[src/rtl/sudoku_grid_dumper_if.sv]
// Interface bundle for sudoku_grid_dumper: control, board read port and output stream.
// Ports: start/abort (control in), rd_row/rd_col/rd_data (board read), out_* (valid/ready stream), busy/done (status).
// Modports: master = the dumper, slave = the surrounding logic (board storage, sink, controller).
interface sudoku_grid_dumper_if #(
    parameter int VAL_W = 4
);
    logic             start;
    logic             abort;
    logic [3:0]       rd_row;
    logic [3:0]       rd_col;
    logic [VAL_W-1:0] rd_data;
    logic             out_valid;
    logic             out_ready;
    logic [VAL_W-1:0] out_data;
    logic             out_row_end;
    logic             out_last;
    logic             out_parity;
    logic             busy;
    logic             done;

    modport master (
        input  start, abort, rd_data, out_ready,
        output rd_row, rd_col, out_valid, out_data, out_row_end, out_last,
               out_parity, busy, done
    );

    modport slave (
        output start, abort, rd_data, out_ready,
        input  rd_row, rd_col, out_valid, out_data, out_row_end, out_last,
               out_parity, busy, done
    );
endinterface

[src/rtl/sudoku_grid_dumper.sv]
// Purpose: streams the stored N x N board out row-major, one cell per valid/ready handshake.
// Latency: start edge -> busy; next edge -> cell (0,0) valid; back-to-back cells while out_ready=1.
// Backpressure: out_ready=0 freezes out_data, coordinates and the read address; out_valid stays up.
// Ports: clk, rst_n (async active-low), bus (sudoku_grid_dumper_if.master).
// Optional feature: define SUDOKU_DUMP_PARITY_EN to drive out_parity = XOR of out_data bits.
module sudoku_grid_dumper #(
    parameter int N     = 9,
    parameter int VAL_W = 4
) (
    input  logic                   clk,
    input  logic                   rst_n,
    sudoku_grid_dumper_if.master   bus
);
    typedef enum logic [1:0] {
        IDLE  = 2'd0,
        FETCH = 2'd1,
        SEND  = 2'd2,
        DONE  = 2'd3
    } state_t;

    localparam logic [3:0] LAST = 4'(N - 1);

    state_t           state;
    logic [3:0]       ptr_row;
    logic [3:0]       ptr_col;
    logic [3:0]       cur_row;
    logic [3:0]       cur_col;
    logic [VAL_W-1:0] data_q;
    logic             valid_q;
    logic             busy_q;
    logic             done_q;

    logic [3:0]       nxt_row;
    logic [3:0]       nxt_col;
    logic             handshake;
    logic             cur_is_last;

    // Row-major successor of the read pointer, wrapping (N-1,N-1) -> (0,0).
    always_comb begin
        nxt_row = ptr_row;
        nxt_col = ptr_col + 4'd1;
        if (ptr_col == LAST) begin
            nxt_col = 4'd0;
            nxt_row = (ptr_row == LAST) ? 4'd0 : ptr_row + 4'd1;
        end
    end

    assign handshake   = valid_q & bus.out_ready;
    assign cur_is_last = (cur_row == LAST) && (cur_col == LAST);

    always_ff @(posedge clk or negedge rst_n) begin
        if (!rst_n) begin
            state   <= IDLE;
            ptr_row <= 4'd0;
            ptr_col <= 4'd0;
            cur_row <= 4'd0;
            cur_col <= 4'd0;
            data_q  <= '0;
            valid_q <= 1'b0;
            busy_q  <= 1'b0;
            done_q  <= 1'b0;
        end else if (bus.abort) begin
            // Abort wins over start and over a handshake landing on the same edge.
            state   <= IDLE;
            ptr_row <= 4'd0;
            ptr_col <= 4'd0;
            cur_row <= 4'd0;
            cur_col <= 4'd0;
            valid_q <= 1'b0;
            busy_q  <= 1'b0;
            done_q  <= 1'b0;
        end else begin
            case (state)
                IDLE, DONE: begin
                    if (bus.start) begin
                        ptr_row <= 4'd0;
                        ptr_col <= 4'd0;
                        state   <= FETCH;
                        busy_q  <= 1'b1;
                        done_q  <= 1'b0;
                    end
                end
                FETCH: begin
                    data_q  <= bus.rd_data;
                    cur_row <= ptr_row;
                    cur_col <= ptr_col;
                    ptr_row <= nxt_row;
                    ptr_col <= nxt_col;
                    valid_q <= 1'b1;
                    state   <= SEND;
                end
                SEND: begin
                    if (handshake) begin
                        if (cur_is_last) begin
                            valid_q <= 1'b0;
                            state   <= DONE;
                            busy_q  <= 1'b0;
                            done_q  <= 1'b1;
                        end else begin
                            // The pointer already addresses the next cell, so its
                            // value is on rd_data now: refill without a bubble.
                            data_q  <= bus.rd_data;
                            cur_row <= ptr_row;
                            cur_col <= ptr_col;
                            ptr_row <= nxt_row;
                            ptr_col <= nxt_col;
                        end
                    end
                end
                default: begin
                    state  <= IDLE;
                    busy_q <= 1'b0;
                    done_q <= 1'b0;
                end
            endcase
        end
    end

    assign bus.rd_row      = ptr_row;
    assign bus.rd_col      = ptr_col;
    assign bus.out_valid   = valid_q;
    assign bus.out_data    = data_q;
    assign bus.out_row_end = valid_q & (cur_col == LAST);
    assign bus.out_last    = valid_q & cur_is_last;
    assign bus.busy        = busy_q;
    assign bus.done        = done_q;

`ifdef SUDOKU_DUMP_PARITY_EN
    assign bus.out_parity  = valid_q & (^data_q);
`else
    assign bus.out_parity  = 1'b0;
`endif

endmodule

[src/flat_wrapper.sv]
// flat-port wrapper written by rule: the top's interface ports become plain ports
module sudoku_grid_dumper_flat 
#(
    parameter int N     = 9,
    parameter int VAL_W = 4
)
  (clk, rst_n, bus_start, bus_abort, bus_rd_data, bus_out_ready, bus_rd_row, bus_rd_col, bus_out_valid, bus_out_data, bus_out_row_end, bus_out_last, bus_out_parity, bus_busy, bus_done);
  sudoku_grid_dumper_if #(.VAL_W(VAL_W)) bus_i ();
  input  logic clk;
  input  logic rst_n;
  input wire logic [$bits(bus_i.start)-1:0] bus_start;
  input wire logic [$bits(bus_i.abort)-1:0] bus_abort;
  input wire logic [$bits(bus_i.rd_data)-1:0] bus_rd_data;
  input wire logic [$bits(bus_i.out_ready)-1:0] bus_out_ready;
  output wire logic [$bits(bus_i.rd_row)-1:0] bus_rd_row;
  output wire logic [$bits(bus_i.rd_col)-1:0] bus_rd_col;
  output wire logic [$bits(bus_i.out_valid)-1:0] bus_out_valid;
  output wire logic [$bits(bus_i.out_data)-1:0] bus_out_data;
  output wire logic [$bits(bus_i.out_row_end)-1:0] bus_out_row_end;
  output wire logic [$bits(bus_i.out_last)-1:0] bus_out_last;
  output wire logic [$bits(bus_i.out_parity)-1:0] bus_out_parity;
  output wire logic [$bits(bus_i.busy)-1:0] bus_busy;
  output wire logic [$bits(bus_i.done)-1:0] bus_done;
  assign bus_i.start = bus_start;
  assign bus_i.abort = bus_abort;
  assign bus_i.rd_data = bus_rd_data;
  assign bus_i.out_ready = bus_out_ready;
  assign bus_rd_row = bus_i.rd_row;
  assign bus_rd_col = bus_i.rd_col;
  assign bus_out_valid = bus_i.out_valid;
  assign bus_out_data = bus_i.out_data;
  assign bus_out_row_end = bus_i.out_row_end;
  assign bus_out_last = bus_i.out_last;
  assign bus_out_parity = bus_i.out_parity;
  assign bus_busy = bus_i.busy;
  assign bus_done = bus_i.done;
  sudoku_grid_dumper #(.N(N), .VAL_W(VAL_W)) u_core (.clk(clk), .rst_n(rst_n), .bus(bus_i));
endmodule
[config.mk]
export PLATFORM = sky130hd
export DESIGN_NAME = sudoku_grid_dumper_flat
export DESIGN_NICKNAME = d
export VERILOG_FILES = /design/src/rtl/sudoku_grid_dumper_if.sv /design/src/rtl/sudoku_grid_dumper.sv /design/src/flat_wrapper.sv
export SDC_FILE = /design/constraint.sdc
export NUM_CORES = 1
export LEC_CHECK = 0
export ABC_AREA = 1
export BUFFER_PORTS_ARGS = -buffer_cell sky130_fd_sc_hd__buf_2
export CORE_MARGIN = 10
export CORE_UTILIZATION = 30
export DETAILED_ROUTE_END_ITERATION = 6
export GPL_TIMING_DRIVEN = 0
export PLACE_DENSITY = 0.52
export SLEW_MARGIN = 20
export SYNTH_ARGS = -nofsm -noshare
export SYNTH_HDL_FRONTEND = slang
export SYNTH_SLANG_ARGS = --single-unit
[constraint.sdc]
create_clock -name clk -period 1.9 [get_ports clk]
set_input_delay 0.095 -clock clk [delete_from_list [all_inputs] [get_ports clk]]
set_output_delay 0.095 -clock clk [all_outputs]
set_load 0.1 [all_outputs]
==> reports/metrics.csv, run 1 <==
stage,metric,value,unit
status,status,finished clean,
flow_run,maxCapViolations,0,
route,firstDrtPassIters,4,
worst_setup_path,cp_slowest_stage_delay,0.39,ns
power_and_ir_drop,clkPwrFrac,12.7,%
grt,track_usage,9.02,%
floorplan,die-width,88.7,um
power_and_ir_drop,internal-power,1.08,mW
grt,grt_pass1_vias,1203,
floorplan,num_rows,24,
timing,holdWs,0.0178,ns
grt,grt_pass1_wl,5700,um
floorplan,start_util,31.7,%
route,drt_iter0_drc,51,
power_and_ir_drop,comb_power_share,56.3,%
synth,yosysSeqAreaShare,44.1,%
place,hpwl,2500,um
timing,worst_slew_pin_slew,0.604,ns
worst_setup_path,path_class,register to output pin,
synth,syn_inst,186,
grt,grt_max_degree,26,
floorplan,coreArea,0.00447,mm^2
route,wl_per_cell,12.1,um
power_and_ir_drop,switching_share,56.0,%
layout,drive_gt1_share,18.6,%
power_and_ir_drop,max-vdd-ir-drop,0.000632,V
worst_setup_path,r2r-start,u_core.state[0],
synth,synth_top_area_share,44.1,%
route,ant_nets,0,
timing,relSlewSlack,59.7,%
place,dp.cells,262,
worst_hold_path,hold_path.class,primary input to register,
clock_network,clkSinkCount,25,
layout,syn_to_final_growth,18.2,%
floorplan,die_height,88.7,um
clock_network,cts_tree,yes,
worst_setup_path,crit_arrival,1.60,ns
synth,synth_nets,201,
synth,ys_warn_count,0,
clock_network,path_clk_slew,0.09,ns
timing,drv_slew,0,
timing,finalSetupViolCount,0,
synth,ys_types,21,
clock_network,cts_root_buf,clkbuf_8,
synth,yosysTopAreaCell,dfrtp_1,
floorplan,dieArea,0.00787,mm^2
place,place_ws,0.248,ns
timing,rsz0062_at_grt,no,
timing,clock.fmax,589,MHz
worst_setup_path,crit_fanout,4,
timing,fin_skew,0.00200,ns
layout,multi_input_area,667,um^2
synth,yosys-top-cells-area,"dfrtp_1, nand2_1, inv_1",
worst_setup_path,start_kind,register,
layout,fill_cells,499,
worst_setup_path,cp.required,1.80,ns
worst_hold_path,worstHoldStart,bus_rd_data[3],
synth,syn_area,0.00142,mm^2
worst_setup_path,cp-startpoint,u_core.cur_col[2],
worst_setup_path,r2r_setup_slack,0.26,ns
worst_setup_path,cp-end-kind,output pin,
layout,seq_area,627,um^2
synth,avgSynthCellArea,7.62,um^2
worst_setup_path,critPathMostFrequentCell,nand2_1,
power_and_ir_drop,switchingPower,1.38,mW
timing,hold_violations,0,
grt,overflow,0,
clock_network,cts_setup_buffers,0,
route,vias,1222,
power_and_ir_drop,seqPwrFrac,31.0,%
place,port_buffers,24,
clock_network,cts_max_level,1,
route,drcViolationCount,0,
floorplan,io_pins,27,
clock_network,clk_latency,0.26,ns
layout,diodes,0,
grt,antenna_found_initial,0,
layout,stdcell_count,267,
clock_network,numCtsBuffers,3,
worst_setup_path,crit_slowest_cell,dfrtp_1,
timing,fin_ws,0.202,ns
timing,finalSetupTns,0,ns
power_and_ir_drop,p_per_area,1470,mW/mm^2
layout,fin_nets,231,
timing,fin_crit,1.70,ns
power_and_ir_drop,p_leak,0.877,nW
timing,fin_crit_sh,89.4,%
synth,ys_seq_elements,25,
place,placed_area,0.00162,mm^2
worst_setup_path,path_cells,"inv_1, nand2_1, nor2_1, nand2_1, nor2_2, clkbuf_4",
clock_network,cts_buffer_depth,2,
route,viasPerCell,4.58,
route,wirelength,3230,um
place,gp_congestion,0.748,
layout,design_area,0.00168,mm^2
## placed cells by master, fill, tap and decap left out, types with 3 or more instances in the layout
cell type and instances:
nand4_1 9, ha_1 6, o21ai_0 12, clkbuf_8 3, buf_2 23, nand2_1 67, nor2_1 11, nand3_1 13
dfrtp_1 24, inv_1 23
## final timing paths
check                      cells past startpoint                endpoint
max in group asynchronous                      2    u_core.bus.rd_col[0]
min reg2reg                                    2         u_core.bus.busy
max                                            6            bus_out_last
max reg2reg                                    7    u_core.bus.rd_row[2]
min in group asynchronous                      2    u_core.bus.rd_row[2]
min                                            3  u_core.bus.out_data[3]
## layer usage
| metal | wire length, um | vias up | global-route usage (%) | part of all wire (%) |
|---|---|---|---|---|
| li1 | - | 645 | - | - |
| met1 | 1620 | 553 | 11.9 | 50 |
| met2 | 1450 | 19 | 13.8 | 45 |
| met3 | 95 | 5 | 1.56 | 2.9 |
| met4 | 60 | 0 | 4.41 | 1.9 |
| met5 | 0 | - | 0 | 0 |
## area by class of cell
| cell class | count | area share, % |
|---|---|---|
| timing repair buffer | 25 | 7.92 |
| buffer | 4 | 2.24 |
| sequential | 25 | 37.4 |
| inverter | 25 | 6.05 |
| clock buffer | 4 | 2.69 |
| tap | 52 | 3.88 |
| multi-input combinational | 132 | 39.8 |
## registers in the layout (all words and copies together), names as in the netlist
name,flops
u_core.bus.busy,1
u_core.bus.out_valid,1
u_core.bus.out_data,4
u_core.bus.done,1
u_core.bus.rd_row,4
u_core.state,2
u_core.cur_col,4
u_core.cur_row,4
u_core.bus.rd_col,4
## cells by family after synthesis
family / count (synthesis) / share of synthesized area, %
and+or+nand+nor: 108 / 34.2
other: 1 / 0.265
xor gates and xnor gates: 1 / 0.618
DFF: 25 / 44.1
AOI/OAI and AO/OA: 16 / 5.65
buffers and inverters: 29 / 9.80
adders and majority gates: 6 / 5.30
## critical path: cells and delay by family (launching register included)
kind / cells / cell delay, ns
simple gates: 4 / 0.57
buf+inv: 2 / 0.38
flops: 1 / 0.39
## synth_stat cells
cell type and count:
conb_1 1, nand3b_1 1, nand3_4 1, inv_8 1, nand2_4 2, ha_1 6
inv_2 1, xor2_1 1, a21oi_1 2, o21ai_1 2, nand2_1 67, dfrtp_1 25
nand3_2 1, o21ai_0 12, nand3_1 13, nand4_1 9, inv_1 23, nor2_1 12
nor3_1 2, buf_6 2, buf_4 2
## metrics by stage
step / util [%] / total power [mW]
global route: 37.4 / 2.66
global placement: 36.2 / 2.17
detailed placement: 36.2 / 2.18
CTS: 37.4 / 2.51
finish: 37.4 / 2.47
floorplan: - / 1.92
## power groups by stage
stage	Sequential (mW)	Clock (mW)	Combinational, mW
3_3_place_gp	0.772	0	1.40
3_5_place_dp	0.776	0	1.41
5_1_grt	0.784	0.356	1.51
6_report	0.763	0.314	1.39
2_1_floorplan	1.41	0	0.507
4_1_cts	0.765	0.334	1.41
## timing repair
item	in CTS	in global routing
gates resized for setup	0	1
hold buffers	1	0
endpoints found under the hold margin	25	0
setup endpoints to repair	0	1
No activity file was read; power rests on OpenSTA's default activity.
==> inputs of run 2 (changes only) <==
--- a/config.mk
+++ b/config.mk
@@ -7,11 +7,13 @@
 export LEC_CHECK = 0
 export ABC_AREA = 1
 export BUFFER_PORTS_ARGS = -buffer_cell sky130_fd_sc_hd__buf_2
+export CELL_PAD_IN_SITES_DETAIL_PLACEMENT = 0
+export CELL_PAD_IN_SITES_GLOBAL_PLACEMENT = 1
 export CORE_MARGIN = 10
 export CORE_UTILIZATION = 30
 export DETAILED_ROUTE_END_ITERATION = 6
 export GPL_TIMING_DRIVEN = 0
-export PLACE_DENSITY = 0.52
+export PLACE_DENSITY = 0.66
 export SLEW_MARGIN = 20
 export SYNTH_ARGS = -nofsm -noshare
 export SYNTH_HDL_FRONTEND = slang
==> constraint.sdc (replaced) <==
create_clock -name clk -period 1.8 [get_ports clk]
set_input_delay 0.09 -clock clk [delete_from_list [all_inputs] [get_ports clk]]
set_output_delay 0.09 -clock clk [all_outputs]
set_load 0.1 [all_outputs]
==> run 2 against run 1 <==
Clock power up 8.0%. Register-to-register slack got worse by 0.08 ns. Hold slack worse by 0.0060 ns. Final area up 1.1%. Routed wire length increased by 1.7%. First-iteration DRC count shrank 31%. Setup slack got worse by 0.023 ns. Final cell count unchanged. Die area is the same. Global-route usage is 0.42 points lower. Clock skew is essentially flat. Critical path type is now register to register.
==> reports/metrics.csv, run 2 (synthesized netlist as in run 1, its figures left out) <==
stage,metric,value,unit,change
worst_setup_path,path_class,register to register,,
floorplan,dieArea,0.00787,mm^2,unchanged
clock_network,cts_buffer_depth,2,,unchanged
clock_network,path_clk_slew,0.09,ns,about the same
route,drcViolationCount,0,,unchanged
clock_network,cts_tree,yes,,
grt,track_usage,8.59,%,-0.42 points
route,drt_iter0_drc,35,,-31%
grt,grt_pass1_vias,1203,,unchanged
grt,grt_pass1_wl,5490,um,-3.6%
power_and_ir_drop,seqPwrFrac,30.7,%,-0.3 points
worst_setup_path,r2r_setup_slack,0.18,ns,-0.08 ns
layout,syn_to_final_growth,19.5,%,
power_and_ir_drop,switchingPower,1.48,mW,+7.2%
worst_hold_path,worstHoldStart,bus_rd_data[0],,
timing,fin_crit,1.62,ns,
layout,design_area,0.00169,mm^2,+1.1%
status,status,finished clean,,
layout,utilization,37.9,%,+0.42 points
route,wirelength,3290,um,+1.7%
worst_setup_path,crit_slowest_cell,dfrtp_1,,
power_and_ir_drop,max-vdd-ir-drop,0.000519,V,-18%
clock_network,clkSinkCount,25,,unchanged
worst_setup_path,cp-end-kind,register,,
timing,clock.fmax,617,MHz,
place,gp_congestion,0.719,,-3.8%
timing,finalSetupViolCount,0,,unchanged
layout,final_cell_mix,"nand2_1, inv_1, buf_2, dfrtp_1, nand3_1",,
power_and_ir_drop,comb_power_share,56.5,%,+0.2 points
worst_hold_path,hold_path.class,primary input to register,,
floorplan,die_height,88.7,um,unchanged
layout,final_common_cell,nand2_1,,
route,wl_per_cell,12.3,um,+1.7%
timing,rsz0062_at_grt,no,,
clock_network,clk_latency,0.26,ns,about the same
timing,fin_skew,0.00211,ns,+0.000111 ns
worst_setup_path,crit_arrival,1.79,ns,+0.19 ns
flow_run,maxCapViolations,0,,unchanged
timing,drv_slew,0,,unchanged
place,placed_area,0.00163,mm^2,+0.46%
route,vias,1212,,-0.82%
clock_network,cts_root_buf,clkbuf_8,,
route,viasPerCell,4.54,,-0.82%
clock_network,cts_setup_buffers,0,,unchanged
floorplan,coreArea,0.00447,mm^2,unchanged
power_and_ir_drop,switching_share,56.3,%,+0.23 points
route,firstDrtPassIters,4,,unchanged
timing,finalSetupTns,0,ns,unchanged
power_and_ir_drop,internal-power,1.15,mW,+6.2%
layout,seq_area,629,um^2,+0.40%
grt,antenna_found_initial,0,,unchanged
layout,multi_input_area,679,um^2,+1.9%
timing,hold_violations,0,,unchanged
worst_setup_path,cp.required,1.96,ns,+0.16 ns
worst_setup_path,path_cells,"inv_1, ha_1, inv_1, nor3_1, nor2_1, buf_4, nand3_2, nand2_1, nand2_1",,
worst_setup_path,reg2reg_to,u_core.bus.rd_row[2],,
floorplan,die-width,88.7,um,unchanged
floorplan,io_pins,27,,unchanged
worst_hold_path,hold_depth,3,,unchanged
route,ant_nets,0,,unchanged
layout,diodes,0,,unchanged
layout,fin_nets,231,,unchanged
power_and_ir_drop,p_per_area,1550,mW/mm^2,+5.6%
power_and_ir_drop,clkPwrFrac,12.9,%,+0.2 points
timing,relSlewSlack,60.1,%,+0.34 points
timing,fin_crit_sh,90.1,%,
layout,drive_gt1_share,20.9,%,+2.3 points
worst_setup_path,cp_slowest_stage_delay,0.38,ns,about the same
grt,overflow,0,,unchanged
clock_network,cts_max_level,1,,unchanged
grt,grt_max_degree,26,,unchanged
place,port_buffers,24,,unchanged
power_and_ir_drop,p_leak,0.872,nW,-0.62%
floorplan,start_util,31.7,%,unchanged
worst_setup_path,rr_worst_depth,9,,+2
worst_setup_path,start_kind,register,,
floorplan,num_rows,24,,unchanged
place,hpwl,2510,um,+0.65%
timing,worst_slew_pin_slew,0.599,ns,-0.00508 ns
layout,fill_cells,512,,+2.6%
worst_hold_path,holdPathEnd,u_core.bus.out_data[0],,
worst_setup_path,crit_fanout,10,,+6
worst_setup_path,r2r-start,u_core.state[0],,
clock_network,numCtsBuffers,3,,unchanged
==> run 2: cell types whose count changed in the layout (fill, tap and decap cells not counted), sizes merged <==
| cell | change |
|---|---|
| clkbuf | -1 |
| buf | +1 |
==> run 2: power groups by stage <==
stage	sequential (mW)	clock [mW]	combinational, mW
5_1_grt	0.826	0.380	1.60
6_report	0.807	0.339	1.49
2_1_floorplan	1.49	0	0.539
3_3_place_gp	0.820	0	1.49
4_1_cts	0.808	0.357	1.50
3_5_place_dp	0.819	0	1.49
==> run 2: final cells by class <==
type	instances	area share (%)
buffer	4	2.22
multi-input combinational	132	40.1
timing repair buffer	25	8.05
sequential	25	37.1
inverter	25	5.98
clock buffer	4	2.66
tap	52	3.84
==> run 2: per-layer routing <==
| metal | vias to the layer above | track usage (%) | share of wire [%] |
|---|---|---|---|
| li1 | 648 | - | - |
| met1 | 545 | 11.1 | 51 |
| met2 | 17 | 13.8 | 44 |
| met3 | 2 | 2.30 | 4.7 |
| met4 | 0 | 2.20 | 0.40 |
| met5 | - | 0 | 0 |
==> run 2: worst max path at each step <==
stage                              start                   end  slack, ns
floorplan           u_core.bus.rd_row[0]  u_core.bus.rd_row[0]      0.003
global placement         u_core.state[0]  u_core.bus.rd_row[0]       0.16
detailed placement       u_core.state[0]  u_core.bus.rd_row[2]       0.17
CTS                    u_core.cur_col[2]          bus_out_last       0.05
global route             u_core.state[0]       u_core.bus.done       0.04
finish                   u_core.state[0]  u_core.bus.rd_row[2]       0.18
==> run 2: timing repair <==
item                                   in CTS  in global routing
setup endpoints to repair                   1                  2
resized for setup                           1                  4
endpoints found under the hold margin      25                  0
hold buffers                                1                  0
pin swaps                                   0                  0
==> run 2: per-stage QoR <==
stage                     worst slack, ns  power [mW]  hold WS [ns]  std cells
after floorplan                   0.00313        2.03        -0.206        186
after global placement              0.158        2.31         0.130        262
after detailed placement            0.166        2.31         0.130        262
after CTS                          0.0482        2.66       0.00411        267
after global routing               0.0416        2.81        0.0118        267
final                               0.179        2.63        0.0118        267
==> run 2: critical path, delay by kind of cell (launching register included) <==
family	cells	cell delay [ns]
adder cells (fa/ha/maj)	1	0.31
buffers and inverters	3	0.40
AND/OR/NAND/NOR	5	0.43
flip-flops	1	0.38
==> inputs of run 3 (changes only) <==
--- a/config.mk
+++ b/config.mk
@@ -5,7 +5,6 @@
 export SDC_FILE = /design/constraint.sdc
 export NUM_CORES = 1
 export LEC_CHECK = 0
-export ABC_AREA = 1
 export BUFFER_PORTS_ARGS = -buffer_cell sky130_fd_sc_hd__buf_2
 export CELL_PAD_IN_SITES_DETAIL_PLACEMENT = 0
 export CELL_PAD_IN_SITES_GLOBAL_PLACEMENT = 1
@@ -13,7 +12,8 @@
 export CORE_UTILIZATION = 30
 export DETAILED_ROUTE_END_ITERATION = 6
 export GPL_TIMING_DRIVEN = 0
-export PLACE_DENSITY = 0.66
+export HOLD_SLACK_MARGIN = 0.02
+export PLACE_DENSITY = 0.63
 export SLEW_MARGIN = 20
 export SYNTH_ARGS = -nofsm -noshare
 export SYNTH_HDL_FRONTEND = slang
==> run 3 against run 2 <==
The run now ends with setup timing left. Critical path depth decreased by 4. Final cell count shrank 12%. Synthesized cell count shrank 26%. Maximum frequency shrank 19%. Via count is 3.5% lower. Register-to-register slack got worse by 0.38 ns. Critical path type is now register to output pin.
==> reports/metrics.csv, run 3 <==
stage,metric,value,unit,change
route,ant_nets,0,,unchanged
clock_network,cts_tree,yes,,
floorplan,dieArea,0.00778,mm^2,-1.2%
grt,grt_max_degree,26,,unchanged
worst_hold_path,hold_depth,2,,-1
layout,utilization,44.0,%,+6.2 points
worst_setup_path,cp-end-kind,output pin,,
synth,synth_edf_count,0,,unchanged
timing,rsz0062_at_grt,yes,,
route,wl_met1,1640,um,-2.0%
synth,synth_nets,152,,-24%
place,hpwl,2590,um,+3.3%
worst_hold_path,hold_path.class,primary input to register,,
timing,finalSetupTns,-2.84,ns,-2.84 ns
status,status,finished with violations,,
route,drcViolationCount,0,,unchanged
floorplan,io_pins,27,,unchanged
layout,design_area,0.00194,mm^2,+15%
synth,synthArstFlopShare,100,%,unchanged
route,wl_met3,183,um,+20%
timing,fin_crit,2.00,ns,+0.381 ns
clock_network,cts_buffer_depth,2,,unchanged
worst_setup_path,cp.required,1.71,ns,-0.25 ns
synth,syn_inst,137,,-26%
grt,overflow,0,,unchanged
layout,drive_gt1_share,45.1,%,+24 points
timing,drv_slew,0,,unchanged
route,viasPerCell,5.00,,+10%
synth,avgSynthCellArea,10.2,um^2,+34%
layout,fin_nets,198,,-14%
power_and_ir_drop,seqPwrFrac,28.0,%,-2.7 points
worst_setup_path,start_kind,register,,
synth,yosys-top-cells-area,"dfrtp_1, mux2_1, ha_1",,
route,topRoutingLayerUsed,met4,,
timing,fin_skew,0.00314,ns,+0.00103 ns
synth,yosysTopAreaCell,dfrtp_1,,
floorplan,coreArea,0.00441,mm^2,-1.3%
route,dr_wl_met2,1770,um,+23%
synth,synth_most_common_cell,dfrtp_1,,
power_and_ir_drop,max-vdd-ir-drop,0.00112,V,+120%
power_and_ir_drop,power,2.85,mW,+8.4%
worst_setup_path,path_class,register to output pin,,
synth,syn_area,0.00140,mm^2,-1.6%
grt,antenna_found_initial,0,,unchanged
status,violations,setup timing,,
layout,final_common_cell,buf_2,,
flow_run,maxCapViolations,0,,unchanged
grt,grt_pass1_vias,1260,,+4.7%
clock_network,cts_root_buf,clkbuf_8,,
place,port_buffers,24,,unchanged
layout,fill_cells,450,,-12%
timing,worst_slew_pin_slew,0.594,ns,-0.00498 ns
place,place_ws,-0.298,ns,-0.464 ns
worst_setup_path,crit_arrival,1.91,ns,+0.12 ns
place,placed_area,0.00167,mm^2,+2.5%
synth,yosysSeqAreaShare,44.8,%,+0.71 points
timing,hold_violations,0,,unchanged
clock_network,clk_latency,0.27,ns,about the same
grt,grt_pass1_wl,6190,um,+13%
route,wl_per_cell,15.6,um,+26%
floorplan,num_rows,24,,unchanged
synth,ys_seq_elements,25,,unchanged
synth,ys.flop_type,dfrtp_1,,
layout,final_cell_mix,"buf_2, dfrtp_1, buf_4, o21ai_0, nand2_1",,
timing,fin_crit_sh,111,%,+21 points
power_and_ir_drop,switchingPower,1.50,mW,+1.2%
layout,syn_to_final_growth,39.3,%,
timing,relSlewSlack,60.4,%,+0.33 points
worst_setup_path,rr_worst_depth,6,,-3
route,firstDrtPassIters,4,,unchanged
route,wirelength,3640,um,+11%
clock_network,numCtsBuffers,3,,unchanged
layout,multi_input_area,822,um^2,+21%
place,gp_congestion,0.782,,+8.6%
power_and_ir_drop,switching_share,52.6,%,-3.7 points
power_and_ir_drop,comb_power_share,59.8,%,+3.3 points
worst_setup_path,crit_fanout,5,,-5
route,drt_iter0_drc,42,,+20%
clock_network,cts_max_level,1,,unchanged
clock_network,clkSinkCount,25,,unchanged
floorplan,die_height,88.2,um,-0.61%
floorplan,start_util,31.6,%,-0.079 points
synth,synth_commonest_cells,"dfrtp_1, inv_1, nor2_1, o21ai_0",,
floorplan,die-width,88.2,um,-0.61%
power_and_ir_drop,p_per_area,1470,mW/mm^2,-5.5%
synth,ys_types,40,,+90%
timing,finalSetupViolCount,26,,+26
layout,seq_area,642,um^2,+2.0%
timing,clock.fmax,499,MHz,-19%
route,vias,1170,,-3.5%
power_and_ir_drop,clkPwrFrac,12.2,%,-0.7 points
clock_network,path_clk_slew,0.09,ns,about the same
power_and_ir_drop,internal-power,1.35,mW,+18%
timing,fin_ws,-0.202,ns,-0.381 ns
synth,synth_top_area_share,44.8,%,+0.71 points
power_and_ir_drop,p_leak,0.936,nW,+7.3%
layout,diodes,0,,unchanged
synth,ys_warn_count,0,,unchanged
grt,track_usage,10.1,%,+1.5 points
## run 3: changes by cell type after synthesis, sizes merged, moves of 3 or more
cell	before	now
a211oi	0	5
mux2	0	8
inv	25	9
o21ai	14	8
nor2b	0	4
a21oi	2	6
nand4	9	2
or2	0	3
nand2	69	7
nor2	12	8
nand3	15	5
a21o	0	6
## run 3: metrics by stage
stage          std cells  hold slack, ns
3_3_place_gp         213           0.128
2_1_floorplan        137          -0.206
5_1_grt              234          0.0286
6_report             234          0.0307
4_1_cts              229          0.0244
3_5_place_dp         213           0.133
## run 3: cell type report
cell class              count  share of cell area, %
repair buffers             42                   15.2
inverters                   9                   1.74
plain buffers               5                   2.00
flip-flops and latches     25                   33.0
clock inverters             1                  0.258
multi-input cells          97                   42.3
clock buffers               3                   2.12
well taps                  52                   3.35
## run 3: kinds of logic (layout without fill, tap and decap cells)
| kind of cell | Yosys count | count (layout) | share of synthesized area (%) |
|---|---|---|---|
| buffers and inverters | 15 | 60 | 4.75 |
| adders and majority gates | 6 | 6 | 5.38 |
| DFF | 25 | 25 | 44.8 |
| AOI/OAI and AO/OA | 35 | 35 | 18.1 |
| muxes | 10 | 10 | 7.89 |
| other | 1 | 1 | 0.269 |
| and+or+nand+nor | 45 | 45 | 18.7 |
## run 3: what timing repair did
item,CTS,global route
gates resized for setup,17,8
endpoints found under the hold margin,25,0
setup endpoints to repair,26,26
hold buffers,1,0
pin swaps,5,11
buffers inserted,12,5
## run 3: final timing paths
| check | slack (ns) | to | startpoint |
|---|---|---|---|
| worst max-delay path | -0.20 | bus_out_last | u_core.cur_col[2] |
| worst min-delay path | 0.03 | u_core.bus.out_data[2] | bus_rd_data[2] |
| worst max register to register | -0.20 | u_core.cur_row[3] | u_core.cur_col[2] |
| worst min register to register | 0.48 | u_core.cur_col[3] | u_core.cur_col[3] |
| max in group asynchronous | 1.01 | u_core.bus.out_valid | rst_n |
| min in group asynchronous | 0.35 | u_core.bus.rd_row[2] | rst_n |
## run 3: layer usage
layer	vias up	track usage [%]
li1	583	-
met1	557	12.6
met2	25	16.5
met3	5	2.41
met4	0	3.42
met5	-	0
## run 3: power groups by stage
stage                     Sequential (mW)  Combinational [mW]  Clock, mW
final                               0.799                1.70      0.348
after global routing                0.823                1.81      0.385
after CTS                           0.801                1.61      0.369
after detailed placement            0.808                1.53          0
after global placement              0.802                1.51          0
after floorplan                      1.49               0.561          0
## run 3: critical path: stages, from the launching register on
cell	delay (ns)
dfrtp_1	0.39
or4b_1	0.54
buf_6	0.15
or2_4	0.25
nor2_4	0.13
buf_12	0.18
